File: config.mk
export PLATFORM = sky130hd
export DESIGN_NAME = joystick_spi_reader
export DESIGN_NICKNAME = d
export VERILOG_FILES = /design/src/rtl/joystick_spi_reader.sv
export SDC_FILE = /design/constraint.sdc
export NUM_CORES = 1
export LEC_CHECK = 0
export BUFFER_PORTS_ARGS = -buffer_cell sky130_fd_sc_hd__buf_2
export CORE_MARGIN = 8
export CORE_UTILIZATION = 54
export DETAILED_ROUTE_END_ITERATION = 6
export PLACE_DENSITY_LB_ADDON = 0.2
export SLEW_MARGIN = 15
export SYNTH_ARGS = -nofsm -noshare
export SYNTH_HDL_FRONTEND = slang
export SYNTH_SLANG_ARGS = --single-unit
File: constraint.sdc
create_clock -name Clk -period 2.5 [get_ports Clk]
set_input_delay 0.5 -clock Clk [delete_from_list [all_inputs] [get_ports Clk]]
set_output_delay 0.5 -clock Clk [all_outputs]
set_load 0.005 [all_outputs]
File: src/rtl/joystick_spi_reader.sv
// PmodJSTK poller: mode-0 SPI master that reads the 5-byte report and publishes X/Y/buttons plus a quantized X.
// Optional macro JOYSTICK_LED_EN adds the Leds input, which is sent in the first command byte.
module joystick_spi_reader #(
    parameter int CLK_DIV     = 50,
    parameter int BYTE_GAP    = 1500,
    parameter int POLL_PERIOD = 1000000
) (
    input  logic       Clk,
    input  logic       Reset,
    input  logic       MISO,
`ifdef JOYSTICK_LED_EN
    input  logic [1:0] Leds,
`endif
    output logic       SS,
    output logic       SCLK,
    output logic       MOSI,
    output logic [3:0] Joystick_data,
    output logic [9:0] X_pos,
    output logic [9:0] Y_pos,
    output logic [2:0] Buttons,
    output logic       Sample_valid
);

    localparam int CNT_MAX = (BYTE_GAP > CLK_DIV) ? BYTE_GAP : CLK_DIV;
    localparam int CNT_W   = $clog2(CNT_MAX + 1);
    localparam int POLL_W  = $clog2(POLL_PERIOD);
    localparam logic [CNT_W-1:0]  GAP_LAST  = CNT_W'(BYTE_GAP - 1);
    localparam logic [CNT_W-1:0]  HALF_LAST = CNT_W'(CLK_DIV - 1);
    localparam logic [POLL_W-1:0] POLL_LAST = POLL_W'(POLL_PERIOD - 1);

    typedef enum logic [2:0] {
        ST_IDLE  = 3'd0,
        ST_SETUP = 3'd1,
        ST_SHIFT = 3'd2,
        ST_GAP   = 3'd3,
        ST_DONE  = 3'd4
    } state_t;

    state_t              state_r, state_s;
    logic [CNT_W-1:0]    cnt_r, cnt_s;
    logic                phase_r, phase_s;
    logic [2:0]          bit_r, bit_s;
    logic [2:0]          byte_r, byte_s;
    logic [POLL_W-1:0]   poll_r;
    logic                tick_s;
    logic                sample_s;
    logic [39:0]         rx_r;
    logic                ss_s, sclk_s, mosi_s, tx_bit_s;
    logic [9:0]          x_new_s;

    // X*11 in a 14-bit product; the top four bits give the 0..10 code
    function automatic logic [3:0] quantize_x(input logic [9:0] x);
        logic [13:0] prod;
        prod = 14'(x) * 14'd11;
        return prod[13:10];
    endfunction

    assign tick_s   = (poll_r == POLL_LAST);
    assign sample_s = (state_r == ST_SHIFT) && (cnt_r == HALF_LAST) && !phase_r;
    assign x_new_s  = {rx_r[25:24], rx_r[39:32]};

    // Free-running poll counter
    always_ff @(posedge Clk) begin
        if (Reset) begin
            poll_r <= {POLL_W{1'b0}};
        end else if (tick_s) begin
            poll_r <= {POLL_W{1'b0}};
        end else begin
            poll_r <= poll_r + 1'b1;
        end
    end

    // FSM state and sequencing counters
    always_ff @(posedge Clk) begin
        if (Reset) begin
            state_r <= ST_IDLE;
            cnt_r   <= {CNT_W{1'b0}};
            phase_r <= 1'b0;
            bit_r   <= 3'd7;
            byte_r  <= 3'd0;
        end else begin
            state_r <= state_s;
            cnt_r   <= cnt_s;
            phase_r <= phase_s;
            bit_r   <= bit_s;
            byte_r  <= byte_s;
        end
    end

    // Next-state and counter sequencing
    always_comb begin
        state_s = state_r;
        cnt_s   = cnt_r + 1'b1;
        phase_s = phase_r;
        bit_s   = bit_r;
        byte_s  = byte_r;
        case (state_r)
            ST_IDLE: begin
                cnt_s = {CNT_W{1'b0}};
                if (tick_s) begin
                    state_s = ST_SETUP;
                end else begin
                    state_s = ST_IDLE;
                end
            end
            ST_SETUP: begin
                if (cnt_r == GAP_LAST) begin
                    state_s = ST_SHIFT;
                    cnt_s   = {CNT_W{1'b0}};
                    phase_s = 1'b0;
                    bit_s   = 3'd7;
                    byte_s  = 3'd0;
                end else begin
                    state_s = ST_SETUP;
                end
            end
            ST_SHIFT: begin
                if (cnt_r == HALF_LAST) begin
                    cnt_s = {CNT_W{1'b0}};
                    if (!phase_r) begin
                        phase_s = 1'b1;
                    end else begin
                        phase_s = 1'b0;
                        if (bit_r != 3'd0) begin
                            bit_s = bit_r - 3'd1;
                        end else if (byte_r < 3'd4) begin
                            state_s = ST_GAP;
                        end else begin
                            state_s = ST_DONE;
                        end
                    end
                end else begin
                    phase_s = phase_r;
                end
            end
            ST_GAP: begin
                if (cnt_r == GAP_LAST) begin
                    state_s = ST_SHIFT;
                    cnt_s   = {CNT_W{1'b0}};
                    bit_s   = 3'd7;
                    byte_s  = byte_r + 3'd1;
                end else begin
                    state_s = ST_GAP;
                end
            end
            ST_DONE: begin
                state_s = ST_IDLE;
                cnt_s   = {CNT_W{1'b0}};
            end
            default: begin
                state_s = ST_IDLE;
                cnt_s   = {CNT_W{1'b0}};
            end
        endcase
    end

`ifdef JOYSTICK_LED_EN
    logic [1:0] led_r;
    logic [7:0] tx_byte_s;

    // Capture Leds once per transaction, on the first SETUP cycle
    always_ff @(posedge Clk) begin
        if (Reset) begin
            led_r <= 2'b00;
        end else if ((state_r == ST_SETUP) && (cnt_r == {CNT_W{1'b0}})) begin
            led_r <= Leds;
        end else begin
            led_r <= led_r;
        end
    end

    assign tx_byte_s = (byte_s == 3'd0) ? {6'b100000, led_r} : 8'h00;
    assign tx_bit_s  = tx_byte_s[bit_s];
`else
    assign tx_bit_s = 1'b0;
`endif

    // Pin values for the coming cycle, derived from the next state so pins and state stay aligned
    always_comb begin
        ss_s   = 1'b1;
        sclk_s = 1'b0;
        mosi_s = 1'b0;
        case (state_s)
            ST_SETUP, ST_GAP: begin
                ss_s = 1'b0;
            end
            ST_SHIFT: begin
                ss_s   = 1'b0;
                sclk_s = phase_s;
                mosi_s = tx_bit_s;
            end
            default: begin
                ss_s = 1'b1;
            end
        endcase
    end

    // Registered pins, receive shifter and published sample
    always_ff @(posedge Clk) begin
        if (Reset) begin
            SS            <= 1'b1;
            SCLK          <= 1'b0;
            MOSI          <= 1'b0;
            rx_r          <= 40'd0;
            X_pos         <= 10'd512;
            Y_pos         <= 10'd512;
            Buttons       <= 3'd0;
            Joystick_data <= 4'd5;
            Sample_valid  <= 1'b0;
        end else begin
            SS           <= ss_s;
            SCLK         <= sclk_s;
            MOSI         <= mosi_s;
            Sample_valid <= (state_r == ST_DONE);
            if (sample_s) begin
                rx_r <= {rx_r[38:0], MISO};
            end else begin
                rx_r <= rx_r;
            end
            if (state_r == ST_DONE) begin
                X_pos         <= x_new_s;
                Y_pos         <= {rx_r[9:8], rx_r[23:16]};
                Buttons       <= rx_r[2:0];
                Joystick_data <= quantize_x(x_new_s);
            end else begin
                X_pos         <= X_pos;
                Y_pos         <= Y_pos;
                Buttons       <= Buttons;
                Joystick_data <= Joystick_data;
            end
        end
    end

endmodule
==> results of run 1 <==
critical path, delay by kind of cell (launching register included):
family          cells  cell delay [ns]
fa+ha+maj           3             0.96
simple gates        3             0.69
flops               1             0.38
compound gates      2             0.34
buf+inv             3             0.25
registers in the layout, summed over array words and instances (netlist names):
| signal | count |
|---|---|
| state_r | 3 |
| SS | 1 |
| cnt_r | 11 |
| Y_pos | 10 |
| Sample_valid | 1 |
| X_pos | 10 |
| SCLK | 1 |
| rx_r | 40 |
| bit_r | 3 |
| poll_r | 20 |
| Joystick_data | 4 |
| Buttons | 3 |
| byte_r | 3 |
| phase_r | 1 |
cell type report:
cell class | instances | area share [%]
Clock buffer | 9 | 2.17
Clock inverter | 7 | 1.34
Inverter | 33 | 2.17
Multi-Input combinational cell | 425 | 46.8
Sequential cell | 111 | 39.2
Tap cell | 111 | 2.43
Timing Repair Buffer | 55 | 5.89
metal layers:
| metal | track usage, % | up-vias | wire, um |
|---|---|---|---|
| met5 | 0 | - | 0 |
| met4 | 4.05 | 0 | 117 |
| met3 | 3.70 | 11 | 387 |
| met2 | 27.9 | 70 | 4710 |
| met1 | 18.0 | 1846 | 4520 |
| li1 | - | 2076 | - |
kinds of logic (layout without fill, tap and decap cells):
| logic type | after synthesis | in the layout | share of synthesized area, % |
|---|---|---|---|
| xor gates and xnor gates | 25 | 25 | 4.38 |
| and+or+nand+nor | 260 | 260 | 24.3 |
| muxes | 1 | 1 | 0.200 |
| DFF | 111 | 111 | 44.4 |
| AOI/OAI and AO/OA | 104 | 104 | 11.7 |
| buffers and inverters | 62 | 104 | 5.58 |
| adders and majority gates | 34 | 34 | 9.40 |
| other | 1 | 1 | 0.0750 |
how the worst min path moves through the flow:
stage,to,slack (ns),cells after the start
2_1_floorplan,rx_r[11],0.43,2
3_3_place_gp,rx_r[28],0.44,2
3_5_place_dp,rx_r[28],0.44,2
4_1_cts,rx_r[0],0.36,3
5_1_grt,rx_r[0],0.38,3
6_report,rx_r[0],0.38,3
repair_timing:
item | in CTS | in global routing
cloned | 0 | 0
pin swaps | 3 | 12
resized for setup | 2 | 17
setup endpoints to repair | 3 | 4
buffers inserted | 2 | 3
stage by stage:
stage               utilization, %  area [um^2]
floorplan                        -         5080
global placement              59.0         5370
detailed placement            59.0         5370
CTS                           61.5         5600
global route                  62.7         5710
finish                        62.7         5710
cells in the final DEF (no fill, tap or decap), types with 4 or more instances in the layout:
| master | instances |
|---|---|
| a21oi_1 | 71 |
| and3_1 | 11 |
| buf_2 | 32 |
| buf_4 | 22 |
| clkbuf_8 | 9 |
| dfxtp_1 | 105 |
| fa_1 | 6 |
| ha_1 | 20 |
| ha_4 | 8 |
| inv_1 | 27 |
| inv_2 | 6 |
| inv_6 | 4 |
| nand2_1 | 141 |
| nand3_1 | 17 |
| nand4_1 | 12 |
| nor2_1 | 39 |
| nor3_1 | 4 |
| o21ai_0 | 8 |
| or3_1 | 5 |
| xnor2_1 | 9 |
| xor2_1 | 16 |
report_power, final:
| part | total (mW) | switching [mW] | internal (mW) |
|---|---|---|---|
| combinational | 0.0390 | 0.0306 | 0.00841 |
| clock | 1.05 | 0.654 | 0.396 |
| sequential | 1.77 | 0.00480 | 1.77 |
| total | 2.86 | 0.689 | 2.17 |
cells in the mapped netlist (2+ instances only):
| library cell | number | area share [%] |
|---|---|---|
| a211oi_1 | 6 | 0.90 |
| clkbuf_1 | 13 | 0.98 |
| xnor2_1 | 9 | 1.6 |
| nor4_1 | 2 | 0.25 |
| inv_1 | 32 | 2.4 |
| and2_1 | 3 | 0.38 |
| buf_6 | 4 | 0.90 |
| a21oi_1 | 71 | 7.1 |
| o21ai_0 | 10 | 1.0 |
| nand3_1 | 17 | 1.7 |
| dfxtp_1 | 111 | 44 |
| or2_2 | 2 | 0.25 |
| a41oi_1 | 2 | 0.35 |
| nor4b_1 | 2 | 0.35 |
| fa_1 | 6 | 2.4 |
| ha_1 | 28 | 7.0 |
| nor2_1 | 40 | 3.0 |
| xor2_1 | 16 | 2.8 |
| nor3_1 | 6 | 0.60 |
| and3_1 | 12 | 1.5 |
| nand4_1 | 12 | 1.5 |
| a31oi_1 | 3 | 0.38 |
| buf_2 | 9 | 0.90 |
| nand2_1 | 141 | 11 |
| nor2b_1 | 2 | 0.25 |
| or3_1 | 5 | 0.63 |
| nor3b_1 | 3 | 0.45 |
| o31ai_1 | 4 | 0.60 |
==> flow_summary.yaml, run 1 <==
die:
  die_w_um: 112
  start_util_pct: 54.9
  die_height_um: 112
  rows: 35
  core_area_mm2: 0.00911
  die-area_mm2: 0.0126
  io_pins: 34
timing:
  tns_ns: -0.583
  post-route-min-period_ns: 2.70
  final-hold-violation-count: 0
  maxSlewHeadroom_pct: 59.3
  fmax_mhz: 370
  worst_pin_slew_ns: 0.611
  fin_crit_sh_pct: 108
  clock_skew_ns: 0.0141
  worst_slack_ns: -0.205
  setup_violations: 3
  rsz0062_at_grt: "true"
  hold_ws_ns: 0.377
  slew_viol_final: 0
worst_setup_path:
  path_class: "reg -> reg"
  reg2reg_depth: 11
  slowest_delay_ns: 0.55
  crit_chain: "ha_4 -> inv_2 -> fa_1 -> inv_2 -> ha_4 -> a211oi_2 -> nor2_1 -> or4_4 -> buf_4 -> a31oi_4 -> nor3b_2"
  required_ns: 2.77
  critPathLaunch: "rx_r[38]"
  cp_slowest_cell: "or4_4"
  setup.worst_path.end: "Joystick_data[2]"
  cp.arrival_ns: 2.97
  rr_startpoint: "rx_r[38]"
  r2r_slack_ns: -0.20
  cp-start-kind: "flip-flop"
  endpoint_kind: "flip-flop"
  cp_max_fo: 4
  r2r_end: "Joystick_data[2]"
yosys:
  syn-cell-area_mm2: 0.00500
  yosys_warnings: 0
  async_flop_share_pct: 0
  synth.net_count: 635
  synth_edf_count: 0
  synth_area_per_cell_um2: 8.37
  synth_seq_cells: 111
  ys.flop_type: "dfxtp_1"
  synthCells: 598
  synth_cell_type_count: 55
  seq_area_frac_synth_pct: 44.4
clock_network:
  postCtsHoldBufs: 0
  path_clk_slew_ns: 0.11
  clkSinkCount: 111
  cts-buffers-inserted: 9
  clkLatencyLatePin_ns: 0.36
  htreeDepth: 3
  cts_tree: "yes"
  clock_path_buffers: 2
  cts_root_buf: "clkbuf_8"
status:
  violations: "setup timing"
  outcome: "complete, but fails checks"
global_routing:
  first_global_vias: 3759
  grt_pass1_wl_mm: 16.7
  grt_start_max_net_pins: 63
  grtUsageTotal_pct: 15.5
  antenna_found_initial: 0
  overflow: 0
final_layout:
  num_antenna_cells: 0
  n_fill_cell: 837
  fin_nets: 672
  multiInputGateArea_mm2: 0.00268
  seq_area_mm2: 0.00224
  instances_no_fill: 751
  area_growth_pct: 14.2
  drive_above_1_share_pct: 17.2
run:
  max-cap-violations: 0
pwr:
  p_leak_nw: 2.21
  irDropWorstVdd_uv: 414
  power_mw: 2.86
  powerDensity_mw_per_mm2: 501
drt:
  route.detailed.drc: 0
  dr.pass1.iters: 5
  routed_wl_mm: 9.73
  routedWlPerCell_um: 13.0
  viasPerCell: 5.33
  drtIter0Drc: 143
  postRouteAntennaNets: 0
  vias: 4003
placement:
  place_ws_ns: -0.250
  dp.cells: 731
  hpwlAfterDp_mm: 6.81
  port_buffers: 32
  place_congestion: 0.827
min_path:
  hold_start: "MISO"
  hold_class: "in -> reg"
(Power assumes the default switching activity.)
==> run 2, diff against run 1 <==
--- a/config.mk
+++ b/config.mk
@@ -10,6 +10,7 @@
 export CORE_UTILIZATION = 54
 export DETAILED_ROUTE_END_ITERATION = 6
 export PLACE_DENSITY_LB_ADDON = 0.2
+export SETUP_SLACK_MARGIN = 0.05
 export SLEW_MARGIN = 15
 export SYNTH_ARGS = -nofsm -noshare
 export SYNTH_HDL_FRONTEND = slang
==> constraint.sdc (replaced) <==
create_clock -name Clk -period 2.2 [get_ports Clk]
set_input_delay 0.44 -clock Clk [delete_from_list [all_inputs] [get_ports Clk]]
set_output_delay 0.44 -clock Clk [all_outputs]
set_load 0.005 [all_outputs]
==> run 2 against run 1 <==
The run still ends with setup timing left; via count grew 2.2%; cell area up 1.6%; global-route usage is 1.0 points higher; total power grew 13%; critical path depth shrank 1; combinational power is 19% higher; sequential share of layout area decreased by 0.57 points; utilization increased by 1.0 points; critical path type unchanged; critical endpoint is now Joystick_data[1]; largest cell class unchanged.
==> flow_summary.yaml, run 2 (same netlist as run 1, synthesis figures left out) <==
status:
  outcome: "complete, but fails checks"
  violations: "setup timing"
clock_network:
  path_clk_slew_ns: 0.11
  cts_root_buf: "clkbuf_8"
  clkSinkCount: 111
  clkLatencyLatePin_ns: 0.37
  clock_path_buffers: 2
  cts_tree: "yes"
  cts-buffers-inserted: 9
  htreeDepth: 3
timing:
  final-hold-violation-count: 0
  rsz0062_at_grt: "true"
  worst_pin_slew_ns: 0.511
  post-route-min-period_ns: 2.68
  setup_violations: 4
  tns_ns: -1.55
  fmax_mhz: 373
  worst_slack_ns: -0.479
  slew_viol_final: 0
  maxSlewHeadroom_pct: 65.9
  fin_crit_sh_pct: 122
  clock_skew_ns: 0.0174
worst_setup_path:
  cp_slowest_cell: "fa_1"
  cp_max_fo: 5
  reg2reg_depth: 10
  endpoint_kind: "flip-flop"
  cp.arrival_ns: 2.96
  crit_chain: "ha_4 -> inv_1 -> fa_1 -> inv_1 -> ha_4 -> o21ai_2 -> nor2_1 -> or4_4 -> and3_4 -> o41ai_2"
  required_ns: 2.48
  path_class: "reg -> reg"
  cp-start-kind: "flip-flop"
  slowest_delay_ns: 0.50
final_layout:
  largest_register_ffs: 40
  area_growth_pct: 16.1
  n_fill_cell: 784
  top_regs: "rx_r: 40 flops, poll_r: 20 flops, cnt_r: 11 flops"
  layout_common_cells: "nand2_1, dfxtp_1, a21oi_1, nor2_1, buf_2"
  stdcell_area_mm2: 0.00581
  instances_no_fill: 758
  fin_nets: 679
  utilization_pct: 63.7
  num_antenna_cells: 0
  final_common_cell: "nand2_1"
  drive_above_1_share_pct: 19.5
  largest_register: "rx_r"
drt:
  postRouteAntennaNets: 0
  routedWlPerCell_um: 13.7
  route.detailed.drc: 0
  wl_met1_mm: 4.63
  vias: 4093
  drtIter0Drc: 201
  wl_met3_um: 362
  met2_length_mm: 5.21
  dr.pass1.iters: 4
  routed_wl_mm: 10.4
  top_layer: "met4"
  viasPerCell: 5.40
global_routing:
  grt_start_max_net_pins: 41
  grt_pass1_wl_mm: 17.5
  first_global_vias: 3941
  grtUsageTotal_pct: 16.6
  overflow: 0
  antenna_found_initial: 0
placement:
  dp.cells: 739
  place_ws_ns: -0.518
  port_buffers: 32
  dpl_cell_area_mm2: 0.00543
  hpwlAfterDp_mm: 7.13
  place_congestion: 0.870
pwr:
  irDropWorstVdd_uv: 391
  p_leak_nw: 2.23
  powerDensity_mw_per_mm2: 555
die:
  rows: 35
  die_w_um: 112
  die_height_um: 112
  start_util_pct: 54.9
  core_area_mm2: 0.00911
  io_pins: 34
  die-area_mm2: 0.0126
min_path:
  hold_depth: 3
  hold_class: "in -> reg"
run:
  max-cap-violations: 0
[run 2: cell types whose count changed in the layout (fill, tap and decap cells not counted), sizes merged]
cell	before	now
clkinvlp	0	2
clkinv	3	2
inv	37	36
buf	55	62
[run 2: what timing repair did]
action	4_1_cts	5_1_grt
resized for setup	14	18
setup endpoints to repair	4	4
hold buffers	0	0
buffers inserted	2	3
pin swaps	11	5
[run 2: worst paths after layout]
check        startpoint               end  slack [ns]
min                MISO           rx_r[0]        0.33
max            rx_r[37]  Joystick_data[1]       -0.48
min reg2reg    rx_r[15]          rx_r[16]        0.45
max reg2reg    rx_r[37]  Joystick_data[1]       -0.48
[run 2: area by class of cell]
class / count / area (um^2) / area share (%)
multi-input cells: 425 / 2730 / 46.9
flip-flops and latches: 111 / 2240 / 38.6
repair buffers: 62 / 389 / 6.70
well taps: 111 / 139 / 2.39
clock buffers: 9 / 124 / 2.13
inverters: 33 / 124 / 2.13
clock inverters: 7 / 63.8 / 1.10
[run 2: routing by layer]
metal | vias up | global-route usage [%]
met5 | - | 0
li1 | 2087 | -
met2 | 55 | 29.7
met4 | 0 | 4.59
met3 | 16 | 3.97
met1 | 1935 | 19.2
[run 2: where the power goes]
group	total, mW	switching (mW)	internal, mW
combinational	0.0463	0.0356	0.0107
sequential	2.01	0.00571	2.01
clock	1.16	0.724	0.436
total	3.22	0.765	2.45
[run 2: worst max-delay path: cells and delay by family (launching register included)]
| family | cells | cell delay, ns |
|---|---|---|
| adder cells (fa/ha/maj) | 3 | 0.99 |
| buffers and inverters | 2 | 0.11 |
| AND/OR/NAND/NOR | 3 | 0.75 |
| AO/OA/AOI/OAI | 2 | 0.34 |
| flip-flops | 1 | 0.39 |
[run 2: through the flow]
| stage | hold WS (ns) | power [mW] |
|---|---|---|
| final | 0.326 | 3.22 |
| after global routing | 0.293 | 3.34 |
| after CTS | 0.310 | 3.25 |
| after detailed placement | 0.444 | 2.11 |
| after global placement | 0.436 | 2.11 |
| after floorplan | 0.432 | 2.10 |
